$ cat src/rtl/uart_rx_if.sv
// Bundles the UART receiver's configuration, serial line and received-frame outputs.
// Latency: none; this file only groups wires.
// Backpressure: none; the received word is a strobe with no ready.
interface uart_rx_if;
  logic [1:0]  parity;        // 0/1 none, 2 even, 3 odd
  logic [3:0]  width;         // data bits per frame, 0 means 16
  logic        in;            // serial line, idle high
  logic [15:0] bits;          // received word, LSB first on the line
  logic        valid;         // one-cycle strobe for bits and error flags
  logic        parity_error;
  logic        frame_error;
  logic        busy;

  // Line and configuration source (pad side / testbench)
  modport master (
    output parity, width, in,
    input  bits, valid, parity_error, frame_error, busy
  );

  // Receiver side
  modport slave (
    input  parity, width, in,
    output bits, valid, parity_error, frame_error, busy
  );
endinterface

$ cat src/rtl/uart_rx.sv
// Oversampling UART receiver: start, 1-16 data bits LSB first, optional parity, one stop bit.
// Latency: valid rises (1+N+P)*OVERSAMPLE + OVERSAMPLE/2 + SYNC_STAGES + 1 cycles after the start edge.
// Backpressure: none; valid is a one-cycle strobe and results hold until the next valid.
module uart_rx #(
  parameter int OVERSAMPLE  = 16,  // clock cycles per bit, even and >= 4
  parameter int SYNC_STAGES = 2    // synchronizer depth on the line, >= 2
) (
  input logic      clock,
  input logic      reset,          // asynchronous, active-low
  uart_rx_if.slave rx
);

  localparam int CW = $clog2(OVERSAMPLE);
  localparam logic [CW-1:0] C_HALF = CW'(OVERSAMPLE / 2 - 1);
  localparam logic [CW-1:0] C_FULL = CW'(OVERSAMPLE - 1);

  typedef enum logic [2:0] {
    IDLE,
    START,
    DATA,
    PARITY,
    STOP,
    WAIT_HIGH
  } state_t;

  logic [SYNC_STAGES-1:0] sync_q;
  logic                   s;

  state_t      state;
  logic [CW-1:0] c;
  logic [4:0]  idx;
  logic [4:0]  cfg_w;        // captured width, 1..16
  logic [1:0]  cfg_par;      // captured parity mode
  logic [15:0] shift_q;
  logic        p;            // running XOR of data bits
  logic        perr;
  logic [15:0] bits_q;
  logic        valid_q;
  logic        parity_error_q;
  logic        frame_error_q;
  logic        busy_q;

  // Line synchronizer, preset to idle-high so reset never looks like a start bit
  always_ff @(posedge clock or negedge reset) begin
    if (!reset) begin
      sync_q <= '1;
    end else begin
      sync_q <= {sync_q[SYNC_STAGES-2:0], rx.in};
    end
  end

  assign s = sync_q[SYNC_STAGES-1];

  // Frame state machine; every output is registered here
  always_ff @(posedge clock or negedge reset) begin
    if (!reset) begin
      state          <= IDLE;
      c              <= '0;
      idx            <= '0;
      cfg_w          <= 5'd16;
      cfg_par        <= 2'd0;
      shift_q        <= '0;
      p              <= 1'b0;
      perr           <= 1'b0;
      bits_q         <= '0;
      valid_q        <= 1'b0;
      parity_error_q <= 1'b0;
      frame_error_q  <= 1'b0;
      busy_q         <= 1'b0;
    end else begin
      valid_q <= 1'b0;
      case (state)
        IDLE: begin
          if (!s) begin
            state   <= START;
            c       <= '0;
            busy_q  <= 1'b1;
            cfg_par <= rx.parity;
            cfg_w   <= (rx.width == 4'd0) ? 5'd16 : {1'b0, rx.width};
          end
        end

        START: begin
          if (c == C_HALF) begin
            c <= '0;
            if (s) begin
              // Line came back high before mid-bit: a glitch, not a frame
              state  <= IDLE;
              busy_q <= 1'b0;
            end else begin
              shift_q <= '0;
              p       <= 1'b0;
              perr    <= 1'b0;
              idx     <= '0;
              state   <= DATA;
            end
          end else begin
            c <= c + 1'b1;
          end
        end

        DATA: begin
          if (c == C_FULL) begin
            c                <= '0;
            shift_q[idx[3:0]] <= s;
            p                <= p ^ s;
            idx              <= idx + 5'd1;
            if (idx + 5'd1 == cfg_w) begin
              state <= cfg_par[1] ? PARITY : STOP;
            end
          end else begin
            c <= c + 1'b1;
          end
        end

        PARITY: begin
          if (c == C_FULL) begin
            c     <= '0;
            perr  <= s ^ p ^ cfg_par[0];
            state <= STOP;
          end else begin
            c <= c + 1'b1;
          end
        end

        STOP: begin
          if (c == C_FULL) begin
            c <= '0;
            // shift_q was cleared at start, so bits above the width are already zero
            bits_q         <= shift_q;
            parity_error_q <= cfg_par[1] & perr;
            frame_error_q  <= ~s;
            valid_q        <= 1'b1;
            if (s) begin
              state  <= IDLE;
              busy_q <= 1'b0;
            end else begin
              state <= WAIT_HIGH;
            end
          end else begin
            c <= c + 1'b1;
          end
        end

        WAIT_HIGH: begin
          // Break condition: do not re-arm until the line has returned high
          if (s) begin
            state  <= IDLE;
            c      <= '0;
            busy_q <= 1'b0;
          end
        end

        default: begin
          state  <= IDLE;
          c      <= '0;
          busy_q <= 1'b0;
        end
      endcase
    end
  end

  assign rx.bits         = bits_q;
  assign rx.valid        = valid_q;
  assign rx.parity_error = parity_error_q;
  assign rx.frame_error  = frame_error_q;
  assign rx.busy         = busy_q;

endmodule
$ cat src/flat_wrapper.sv
// flat-port wrapper written by rule: the top's interface ports become plain ports
module uart_rx_flat 
#(
  parameter int OVERSAMPLE  = 16,                                        
  parameter int SYNC_STAGES = 2                                           
)
  (clock, reset, rx_parity, rx_width, rx_in, rx_bits, rx_valid, rx_parity_error, rx_frame_error, rx_busy);
  uart_rx_if rx_i ();
  input logic clock;
  input logic reset;
  input wire logic [$bits(rx_i.parity)-1:0] rx_parity;
  input wire logic [$bits(rx_i.width)-1:0] rx_width;
  input wire logic [$bits(rx_i.in)-1:0] rx_in;
  output wire logic [$bits(rx_i.bits)-1:0] rx_bits;
  output wire logic [$bits(rx_i.valid)-1:0] rx_valid;
  output wire logic [$bits(rx_i.parity_error)-1:0] rx_parity_error;
  output wire logic [$bits(rx_i.frame_error)-1:0] rx_frame_error;
  output wire logic [$bits(rx_i.busy)-1:0] rx_busy;
  assign rx_i.parity = rx_parity;
  assign rx_i.width = rx_width;
  assign rx_i.in = rx_in;
  assign rx_bits = rx_i.bits;
  assign rx_valid = rx_i.valid;
  assign rx_parity_error = rx_i.parity_error;
  assign rx_frame_error = rx_i.frame_error;
  assign rx_busy = rx_i.busy;
  uart_rx #(.OVERSAMPLE(OVERSAMPLE), .SYNC_STAGES(SYNC_STAGES)) u_core (.clock(clock), .reset(reset), .rx(rx_i));
endmodule
$ cat config.mk
export PLATFORM = sky130hd
export DESIGN_NAME = uart_rx_flat
export DESIGN_NICKNAME = d
export VERILOG_FILES = /design/src/rtl/uart_rx_if.sv /design/src/rtl/uart_rx.sv /design/src/flat_wrapper.sv
export SDC_FILE = /design/constraint.sdc
export NUM_CORES = 1
export LEC_CHECK = 0
export ABC_AREA = 1
export CAP_MARGIN = 15
export CORE_MARGIN = 10
export CORE_UTILIZATION = 28
export DETAILED_ROUTE_END_ITERATION = 16
export PLACE_DENSITY = 0.53
export SLEW_MARGIN = 5
export SYNTH_ARGS = -nofsm -noshare
export SYNTH_HDL_FRONTEND = slang
export SYNTH_SLANG_ARGS = --single-unit
export TNS_END_PERCENT = 1
$ cat constraint.sdc
create_clock -name clock -period 2.4 [get_ports clock]
set_clock_uncertainty 0.2 [all_clocks]
set_input_delay 0.36 -clock clock [delete_from_list [all_inputs] [get_ports clock]]
set_output_delay 0.36 -clock clock [all_outputs]
set_load 0.02 [all_outputs]
==> metrics.cfg, run 1 <==
[logic_synthesis]
ys.flop_type=dfrtp_1
ys_ff_latch=59
synth_seq_area_share_pct=50.02
ys_async_sr_fraction_pct=100.0
synth.net_count=325
synth_cell_types=36
synth_area_um2=2959
synth_enable_flop_cells=0
yosysWarningCount=0
syn_inst=311
synth.avg_cell_area_um2=9.515

[global_routing]
globalRoute.totalOverflow=0
grt_pass1_vias=2291
grt_max_degree=34
grt_pass1_wl_mm=11.03
antenna_found_initial=0
grt_usage_pct=9.072

[route]
first_iter_violations=152
remaining_drc_errors=0
routed_wl_mm=6.427
num_vias=2220
wl_per_cell_um=13.20
antenna_left=0
avgViaCountPerCell=4.559
firstDrtPassIters=4

[floorplan]
num_rows=37
die_y_um=122.8
die-area_um2=15080
die_w_um=122.8
start_util_pct=28.66
ioPinCount=29
core_um2=10320

[layout]
antenna_cells=0
drive_gt1_share_pct=18.52
post-route-util_pct=34.84
areaGrowthSynthToFinish_pct=21.56
num-fill-cells=1051
fin_nets=360
stdcell_count=487

[clock_network]
cts-root-buf=clkbuf_8
cts_buffers=9
ctsResizeCount=0
cts_tree=built
clockBufferDepth=2
cts_num_sinks=59
clk_latency_ns=0.35
cts.clk_slew.worst_paths_ns=0.07
cts-htree-levels=3

[power_and_ir_drop]
power_density_nw_per_um2=835.2
p_leak_nw=1.650
vdd_drop_max_mv=0.5027

[placement]
dp_hpwl_mm=4.632
post-place-cells=470
gp_congestion=0.7848
io_buffers=28

[sta]
worstMarginPinSlew_ns=0.6324
fmax_ghz=0.4902
rsz0062_at_grt=no
tns_ns=0
hold_violations=0
min_period_ns=2.040
drv_slew=0
slew_headroom_pct=57.84
period_share_pct=84.99
finalSetupViolCount=0

[run]
drv_cap=0

[critical_path]
worstPathArrival_ns=2.06
path_class=flop to flop
end_kind=flop
cp.required_ns=2.42
startpoint_type=flop
r2r_slack_ns=0.36
cp_max_fo=14

[hold_path]
hold_class=flop to flop

[outcome]
status=completed

## flip-flops by register name, summed over array words and instances (netlist names)
name                    count
u_core.cfg_par              2
u_core.shift_q             16
u_core.rx.parity_error      1
u_core.rx.busy              1
u_core.c                    4
u_core.rx.frame_error       1
u_core.idx                  5
u_core.rx.valid             1
u_core.cfg_w                5
u_core.perr                 1
u_core.p                    1
u_core.sync_q               2
u_core.rx.bits             16
u_core.state                3
## per-layer routing
layer	GRT usage (%)	wire, µm
met4	2.872	77
met2	14.63	3011
met1	11.01	3033
met3	3.352	304
met5	0	0
## Yosys cell counts (2+ instances only)
master	number	share of area [%]
a21oi_1	4	0.68
buf_2	5	0.85
dfrtp_1	56	47
dfstp_2	3	2.7
ha_1	5	2.1
inv_1	21	2.7
inv_2	8	1.0
mux2_2	9	3.4
mux2_4	8	4.1
nand2_1	85	11
nand2_2	5	1.1
nand2_4	3	1.1
nand3_1	17	2.9
nand4_1	2	0.42
nor2_1	8	1.0
nor2_2	3	0.63
nor2_4	3	1.1
nor2_8	2	1.4
nor3_1	2	0.34
o21ai_0	29	4.9
o22ai_1	2	0.42
o22ai_2	2	0.85
o31ai_1	14	3.6
xor2_1	3	0.89
## per-stage QoR
step / setup slack, ns / cell area (µm²) / total power [W] / hold WS [ns]
4_1_cts: 0.3543 / 3597 / 0.003051 / 0.1632
3_5_place_dp: 0.3600 / 3376 / 0.002040 / 0.1523
5_1_grt: 0.1556 / 3597 / 0.003202 / 0.1682
6_report: 0.3602 / 3597 / 0.003004 / 0.1599
2_1_floorplan: 0.6352 / 2959 / 0.001823 / -0.1356
3_3_place_gp: 0.3768 / 3376 / 0.002025 / 0.1467
## layout by cell type (no fill, tap or decap), types with 3 or more instances in the layout
cell type	Yosys	final
nand2_1	85	85
dfrtp_1	56	56
o21ai_0	29	29
clkdlybuf4s50_1	0	27
inv_1	21	21
nand3_1	17	17
o31ai_1	14	14
mux2_2	9	9
clkbuf_8	0	9
inv_2	8	8
mux2_4	8	8
nor2_1	8	8
nand2_2	5	5
ha_1	5	5
a21oi_1	4	4
nand2_4	3	3
nor2_4	3	3
nor2_2	3	3
xor2_1	3	3
clkbuf_1	0	3
dfstp_2	3	3
## area by class of cell
class	instances	area, µm²	share of cell area [%]
Clock inverter	4	76.32	2.122
Sequential cell	59	1480	41.15
Inverter	29	108.9	3.026
Tap cell	136	170.2	4.730
Clock buffer	12	135.1	3.757
Multi-Input combinational cell	216	1314	36.52
Timing Repair Buffer	31	312.8	8.696
## report_power, final
part | total (W) | internal [W] | switching, W
Clock | 0.000993 | 0.000588 | 0.000406
Sequential | 0.00124 | 0.00112 | 0.000118
Combinational | 0.000772 | 0.000277 | 0.000495
Total | 0.00300 | 0.00199 | 0.00102
## what timing repair did
item,4_1_cts,5_1_grt
endpoints found under the hold margin,23,0
setup buffers,0,0
hold buffers,1,0
## worst paths after layout
| check | startpoint | to | cells past startpoint |
|---|---|---|---|
| max | u_core.c[0] | u_core.shift_q[3] | 9 |
| min | u_core.sync_q[0] | u_core.sync_q[1] | 0 |
| max reg2reg | u_core.c[0] | u_core.shift_q[3] | 9 |
| min reg2reg | u_core.sync_q[0] | u_core.sync_q[1] | 0 |
| max in group asynchronous | reset | u_core.c[3] | 3 |
| min in group asynchronous | reset | u_core.rx.valid | 2 |
## kinds of logic after synthesis
kind of cell	after synthesis	share of synthesized area (%)
AOI/OAI and AO/OA	57	12.18
xor gates and xnor gates	4	1.184
adders and majority gates	5	2.114
buffers and inverters	36	5.581
DFF	59	50.02
muxes	17	7.484
and+or+nand+nor	133	21.44
## critical path: stages (launching register included)
cell and delay [ns]:
dfrtp_1 0.39, ha_1 0.18, nand2_1 0.07, inv_2 0.10, nand2_4 0.12, o22ai_2 0.41, buf_4 0.27, nand2_1 0.06
nand2_1 0.07, o31ai_2 0.05
(Power assumes the default switching activity.)
==> run 2: changes to the inputs <==
==> constraint.sdc (replaced) <==
create_clock -name clock -period 2 [get_ports clock]
set_clock_uncertainty 0.2 [all_clocks]
set_input_delay 0.3 -clock clock [delete_from_list [all_inputs] [get_ports clock]]
set_output_delay 0.3 -clock clock [all_outputs]
set_load 0.02 [all_outputs]
==> run 2 against run 1 <==
Maximum frequency rose by 5.6%. Critical path depth did not move. Utilization rose by 0.96 points. Critical endpoint is now u_core.shift_q[10]. Die area did not move. Final cell count rose by 2.7%. Register-to-register slack got worse by 0.29 ns. Power rose by 16%. Non-clock buffer count rose by 13. First-iteration DRC count fell by 24%.
==> metrics.cfg, run 2 (synthesized netlist as in run 1, its figures left out) <==
[sta]
finalSetupViolCount=0
drv_slew=0
finalWorstSetupSlack_ns=0.06864
worstMarginPinSlew_ns=0.5175
slew_headroom_pct=65.50
period_share_pct=96.57
hold_violations=0
fmax_ghz=0.5178
rsz0062_at_grt=yes
min_period_ns=1.931
hold-worst-slack_ns=0.1534

[placement]
io_buffers=28
post-place-ws_ns=0.05606
dp_hpwl_mm=4.704
gp_congestion=0.7924

[power_and_ir_drop]
power_density_nw_per_um2=942.6
p_leak_nw=1.686
vdd_drop_max_mv=0.5152

[layout]
areaGrowthSynthToFinish_pct=24.90
final_common_cell=nand2_1
post-route-util_pct=35.80
antenna_cells=0
layout_common_cells=nand2_1 (82), dfrtp_1 (56), o21ai_0 (29), clkdlybuf4s50_1 (27), inv_1 (20)
fin_nets=373
drive_gt1_share_pct=23.08

[global_routing]
grt_pass1_vias=2201
use_met1_pct=11.62
antenna_found_initial=0
grt_usage_pct=9.295
grt_util_met2_pct=14.32
grt_pass1_wl_mm=11.10
use_met3_pct=3.673
grt_busiest_layer=met2
globalRoute.totalOverflow=0
grt_max_degree=24

[route]
antenna_left=0
remaining_drc_errors=0
num_vias=2222
wl_per_cell_um=13.01
firstDrtPassIters=4
first_iter_violations=115
avgViaCountPerCell=4.444
routed_wl_mm=6.504

[floorplan]
start_util_pct=28.66
ioPinCount=29
die-area_um2=15080
core_um2=10320
die_w_um=122.8
num_rows=37
die_y_um=122.8

[clock_network]
clk_latency_ns=0.35
cts.clk_slew.worst_paths_ns=0.07
clockBufferDepth=2
cts_num_sinks=59
cts_tree=built
cts-root-buf=clkbuf_8
cts-htree-levels=3
cts_buffers=9

[outcome]
status=completed

[critical_path]
cp.required_ns=2.02
worstPathArrival_ns=1.95
path_class=flop to flop
end_kind=flop
startpoint_type=flop
cp_max_fo=18

[hold_path]
hold_class=input port to flop

[run]
drv_cap=0

## run 2: cell types whose count changed in the layout (fill, tap and decap cells not counted), moves of 2 or more
cell,delta
bufinv_16,-2
clkinv_2,+2
nand2_2,+2
buf_4,+12
nand2_1,-3
## run 2: what timing repair did
item / 4_1_cts / 5_1_grt
hold buffers: 1 / 0
endpoints found under the hold margin: 19 / 0
resized for setup: 0 / 8
buffers inserted: 0 / 5
endpoints found under the setup margin: 0 / 24
## run 2: final cells by class
class                      count  area (µm²)
clock buffer                  12       145.1
timing repair buffer          44       422.9
clock inverter                 4       26.28
inverter                      29       108.9
sequential                    59        1480
fill                        1054        6628
multi-input combinational    216        1343
tap                          136       170.2
## run 2: path summary, 6_finish.rpt
| path | start | to | slack [ns] | depth (start not counted) |
|---|---|---|---|---|
| worst max register to register | u_core.c[0] | u_core.shift_q[10] | 0.07 | 9 |
| worst max-delay path | u_core.c[0] | u_core.shift_q[10] | 0.07 | 9 |
| max in group asynchronous | reset | u_core.c[3] | 0.72 | 3 |
| min in group asynchronous | reset | u_core.shift_q[3] | 0.25 | 2 |
| worst min-delay path | rx_in | u_core.sync_q[0] | 0.15 | 1 |
| worst min register to register | u_core.sync_q[0] | u_core.sync_q[1] | 0.16 | 0 |
## run 2: per-layer routing
layer	up-vias	wire [µm]	part of all wire (%)
met5	-	0	0
met4	0	89	1.4
met3	10	370	5.7
met2	38	3002	46
met1	1038	3041	47
li1	1136	-	-
## run 2: critical path: stages (launching register included)
cell and delay [ns]:
dfrtp_1 0.39, ha_2 0.20, nand2_1 0.07, inv_2 0.14, nand2_8 0.10, o22ai_2 0.33, buf_12 0.19, nand2_1 0.05
nand2_1 0.06, o31ai_1 0.07
## run 2: stage by stage
stage | setup TNS [ns] | power, W | instances | cell area (µm²)
after detailed placement | 0 | 0.002469 | 478 | 3448
final | 0 | 0.003484 | 500 | 3696
after global placement | 0 | 0.002459 | 478 | 3448
after floorplan | 0 | 0.002188 | 311 | 2959
after global routing | -0.3810 | 0.003764 | 500 | 3696
after CTS | 0 | 0.003443 | 495 | 3630
## run 2: power by group
group          total, W  switching (W)  leakage (nW)  internal [W]
combinational   0.00105       0.000641         0.808      0.000408
sequential      0.00148       0.000136         0.792       0.00135
clock          0.000953       0.000472        0.0863      0.000481
==> variant 1: new RTL, flow settings as in run 2 <==
`OVERSAMPLE` is set to 16 in 2 places; all go to 32.
--- a/src/rtl/uart_rx.sv
+++ b/src/rtl/uart_rx.sv
@@ -2,7 +2,7 @@
 // Latency: valid rises (1+N+P)*OVERSAMPLE + OVERSAMPLE/2 + SYNC_STAGES + 1 cycles after the start edge.
 // Backpressure: none; valid is a one-cycle strobe and results hold until the next valid.
 module uart_rx #(
-  parameter int OVERSAMPLE  = 16,  // clock cycles per bit, even and >= 4
+  parameter int OVERSAMPLE  = 32,  // clock cycles per bit, even and >= 4
   parameter int SYNC_STAGES = 2    // synchronizer depth on the line, >= 2
 ) (
   input logic      clock,
--- a/src/flat_wrapper.sv
+++ b/src/flat_wrapper.sv
@@ -1,7 +1,7 @@
 // flat-port wrapper written by rule: the top's interface ports become plain ports
 module uart_rx_flat 
 #(
-  parameter int OVERSAMPLE  = 16,                                        
+  parameter int OVERSAMPLE  = 32,                                        
   parameter int SYNC_STAGES = 2                                           
 )
   (clock, reset, rx_parity, rx_width, rx_in, rx_bits, rx_valid, rx_parity_error, rx_frame_error, rx_busy);
Behaviour: same outputs for any inputs over 10 cycles, from zero or initial values and one cycle with reset low; that may be too few to reach the edited logic, so the function may still have changed.
==> variant 1 against run 2 <==
- the run now ends with setup timing left
- area after synthesis grew 0.89%
- power grew 21%
- synthesized cell count up 8.7%
- sequential share of layout area down 3.2 points
- sequential cell count up 1
- final area increased by 11%
- non-clock buffer count grew 10
- routed wire length increased by 8.8%
- worst setup slack lost 110 ps
- final cell count up 7.0%
- critical path type unchanged
==> variant 1: results (changes against run 2) <==
Status
  – Status: complete, but fails checks
  – Violated checks: setup timing

Placed design
  – Post-place setup slack: -51.0 ps (-107 ps)
  – Placed insts: 504 (+5.4%)
  – Placed instance area: 0.00349 mm² (+1.3%)
  – Post-DP HPWL: 4590 µm (-2.4%)
  – Routability-driven placement congestion ratio: 0.787 (-0.66%)

Worst hold path
  – Hold depth: 1 (unchanged)
  – Hold_sp: rx_in

Synth
  – Post-synth top cells: nand2_1 (76), dfrtp_1 (57), inv_1 (44)
  – Yosys cell types: 38 (+5.6%)
  – Post-synthesis sequential area ratio: 0.504 (+0.00398)
  – Syn Area/Cell: 8.83 µm² (-7.2%)
  – Post-synth net total: 355 (+9.2%)
  – Area contributors post-synth: dfrtp_1 (48%), nand2_1 (9.6%), inv_1 (5.5%)
  – Warnings, synthesis: 0 (unchanged)

STA
  – Final setup violation count: 8 (+8)
  – Setup ws final: -38.5 ps (-107 ps)
  – Relative slew margins: 0.741 (+0.0856)
  – Hold WS: 155 ps (+1.36 ps)
  – Total negative slack: -88.7 ps (-88.7 ps)

Drt
  – Drt via density: 4.55 (+2.3%)
  – Met2 wire len: 3220 µm (+7.4%)
  – WL final: 7070 µm (+8.8%)
  – Initial DRC count: 97 (-16%)
  – DR vias: 2433 (+9.5%)
  – Met1 WL: 3330 µm (+9.5%)
  – Wire length on met3: 416 µm (+12%)

Setup path
  – RR Startpoint: u_core.c[1]
  – CP max stage delay: 360 ps (-30 ps)
  – Top delay family on crit path: compound AO/OA/AOI/OAI gates
  – Cell count of the worst reg-to-reg path: 11 (+2)
  – CP Data Arrival Time: 2060 ps (+110 ps)
  – Critical path peak fanout: 5 (-13)

Global routing
  – GR Util met3: 0.0333 (-0.00346)
  – GRT Total Usage: 0.0917 (-0.00121)
  – Met1 Usage GRT: 0.124 (+0.00786)
  – Vias in the first global route: 2230 (+1.3%)
  – Met2 usage: 0.130 (-0.0127)
  – Global-route wire length before repair: 11200 µm (+0.74%)
  – Largest net degree at the start of global routing: 61 (+150%)

Clocking
  – Clock Latency Late Sink: around 340 ps
  – # Post-CTS Setup Buffers: 1 (+1)
  – Post-cts gate resize count: 4 (+4)

Power and ir drop
  – Peak VDD IR: 0.000390 V (-24%)
  – Leakage: 1.74 nW (+3.1%)

Layout
  – Nets: 411 (+10%)
  – Layout cells sized above 1: 0.286 (+0.0549)
-- variant 1: kinds of logic (layout without fill, tap and decap cells) --
| kind of cell | count (synthesis) | count (layout) | share of synthesized area |
|---|---|---|---|
| buffers and inverters | 62 | 121 | 0.0863 |
| flip-flops | 60 | 60 | 0.504 |
| AND/OR/NAND/NOR | 131 | 133 | 0.199 |
| adder cells (fa/ha/maj) | 8 | 8 | 0.0335 |
| XOR/XNOR | 3 | 3 | 0.00880 |
| AO/OA/AOI/OAI | 74 | 74 | 0.168 |
-- variant 1: metrics by stage --
stage                     utilization  total power, mW
after floorplan                     -             2.28
after global placement          0.337             2.52
after detailed placement        0.337             2.54
after CTS                       0.362             3.83
after global routing            0.394             4.46
final                           0.394             4.20
-- variant 1: final cells by class --
class                           count  area [µm²]
Sequential cell                    60        1510
Tap cell                          136         170
Multi-Input combinational cell    218        1450
Fill cell                        1057        6280
Clock inverter                      7        98.8
Clock buffer                        9         124
Inverter                           51         204
Timing Repair Buffer               54         532
-- variant 1: how the worst max path moves through the flow --
stage	depth (start not counted)	slack, ps	to	startpoint
5_1_grt	13	-130	u_core.state[1]	u_core.idx[1]
6_report	11	-40	u_core.shift_q[10]	u_core.c[1]
2_1_floorplan	12	30	u_core.shift_q[10]	u_core.c[0]
3_5_place_dp	12	-50	u_core.shift_q[15]	u_core.c[1]
4_1_cts	11	10	u_core.shift_q[3]	u_core.c[1]
3_3_place_gp	12	10	u_core.shift_q[15]	u_core.c[0]
-- variant 1: where the power goes --
part	switching (mW)	leakage (nW)	total [mW]	internal, mW
logic	0.879	0.821	1.50	0.622
registers	0.111	0.807	1.46	1.35
clock network	0.531	0.110	1.24	0.709
total	1.52	1.74	4.20	2.68
==> variant 2: new RTL, flow settings as in run 2 <==
Made on the original files. Make the reset (`reset`) synchronous in 2 clocked blocks. Comments in the files are not updated.
--- a/src/rtl/uart_rx.sv
+++ b/src/rtl/uart_rx.sv
@@ -41,7 +41,7 @@
   logic        busy_q;
 
   // Line synchronizer, preset to idle-high so reset never looks like a start bit
-  always_ff @(posedge clock or negedge reset) begin
+  always_ff @(posedge clock) begin
     if (!reset) begin
       sync_q <= '1;
     end else begin
@@ -52,7 +52,7 @@
   assign s = sync_q[SYNC_STAGES-1];
 
   // Frame state machine; every output is registered here
-  always_ff @(posedge clock or negedge reset) begin
+  always_ff @(posedge clock) begin
     if (!reset) begin
       state          <= IDLE;
       c              <= '0;
Function: differs if reset is asserted again (counterexample within 4 cycles, from zero or initial values and one cycle with reset low); with reset held inactive, the same outputs for 10 cycles.
==> variant 2 against run 2 <==
- critical path type unchanged
- die area is 7.4% lower
- routed wire length is 0.49% higher
- area after synthesis is 8.8% lower
- largest power group unchanged
- first-iteration DRC count is 14% lower
- largest cell class is now multi-input combinational cells
- final area is 7.8% lower
- non-clock buffer count is 6 lower
- sequential power is 9% lower
- worst setup slack better by 100 ps
- power is 4.6% lower
- clock power is 16% higher
- sequential cell count stayed put
- worst hold slack better by 60 ps
- maximum frequency is 5.6% higher
==> variant 2: results (changes against run 2) <==
Setup path
  – CP Data Arrival Time: 1870 ps (-80 ps)
  – Critical path peak fanout: 27 (+9)
  – Top delay family on crit path: flip-flops
  – RR Startpoint: u_core.c[1]
  – RR Endpoint: u_core.p

Layout
  – Fraction of area in multi-input gates: 0.392 (+0.0285)
  – Non-clock inverters: 34 (+17%)
  – Comb_multi_in: 276 (+28%)
  – Clock network area share: 0.0591 (+0.0127)
  – Final Non-Filler Cells: 552 (+10%)
  – # clk buffers: 10 (-2)
  – Seq area share: 0.349 (-0.0514)

Synth
  – Post-synth net total: 399 (+23%)
  – Main synth FF type: dfxtp_1
  – Area contributors post-synth: dfxtp_1 (44%), nor2_1 (12%), nand2_1 (8.5%)
  – Post-synthesis sequential area ratio: 0.438 (-0.0626)
  – Post-synth top cells: nor2_1 (88), nand2_1 (61), dfxtp_1 (59)

Worst hold path
  – Hold_sp: u_core.sync_q[0]
  – Hold EP: u_core.sync_q[1]

Global routing
  – Vias in the first global route: 2272 (+3.2%)
  – Global-route wire length before repair: 11000 µm (-1.4%)
  – Largest net degree at the start of global routing: 32 (+33%)
  – GRT Total Usage: 0.0938 (+0.000896)

Drt
  – Initial DRC count: 99 (-14%)
  – Drt via density: 4.47 (+0.53%)

Placed design
  – Placed insts: 535 (+12%)

Power and ir drop
  – Peak VDD IR: 0.000523 V (+1.6%)

Status
  – Status: complete, no violations
-- variant 2: metal layers --
metal  wire, µm  vias up  global-route usage
met5          0        -                   0
met4        120        0              0.0286
li1           -     1320                   -
met1       3010     1093               0.108
met2       3060       42               0.154
met3        347       11              0.0405
-- variant 2: worst max-delay path by stage --
stage | start | end
floorplan | u_core.c[0] | u_core.shift_q[4]
global placement | u_core.c[0] | u_core.shift_q[12]
finish | u_core.c[1] | u_core.p
global route | u_core.idx[1] | u_core.state[2]
detailed placement | u_core.idx[0] | u_core.state[2]
CTS | u_core.idx[0] | u_core.state[2]
-- variant 2: cells by family (layout without fill, tap and decap cells) --
kind of cell,after synthesis,after routing,synth area share
xor gates and xnor gates,3,3,0.00974
adders and majority gates,5,5,0.0232
AOI/OAI and AO/OA,87,87,0.171
buffers and inverters,50,88,0.0756
and+or+nand+nor,181,181,0.283
DFF,59,59,0.438
-- variant 2: worst reg2reg max path, delay by kind of cell, from the launching register on --
family                   cells  cell delay, ps
buffers and inverters        3             350
AO/OA/AOI/OAI                3             320
flip-flops                   1             350
AND/OR/NAND/NOR              3             350
adder cells (fa/ha/maj)      1             170
-- variant 2: stage by stage --
stage	area (µm²)	util	setup WS [ps]	setup TNS [ps]	total power, mW
6_report	3410	0.365	171	0	3.32
3_3_place_gp	3170	0.340	162	0	2.19
4_1_cts	3370	0.361	56.8	0	3.33
3_5_place_dp	3170	0.340	78.5	0	2.20
5_1_grt	3410	0.365	-18.7	-25.5	3.57
2_1_floorplan	2700	-	180	0	2.00
-- variant 2: power by group --
group	leakage [nW]	switching, mW	total, mW	internal (mW)
logic	0.832	0.555	0.877	0.322
clock network	0.0987	0.497	1.11	0.608
registers	0.480	0.0896	1.34	1.25
total	1.41	1.14	3.32	2.18
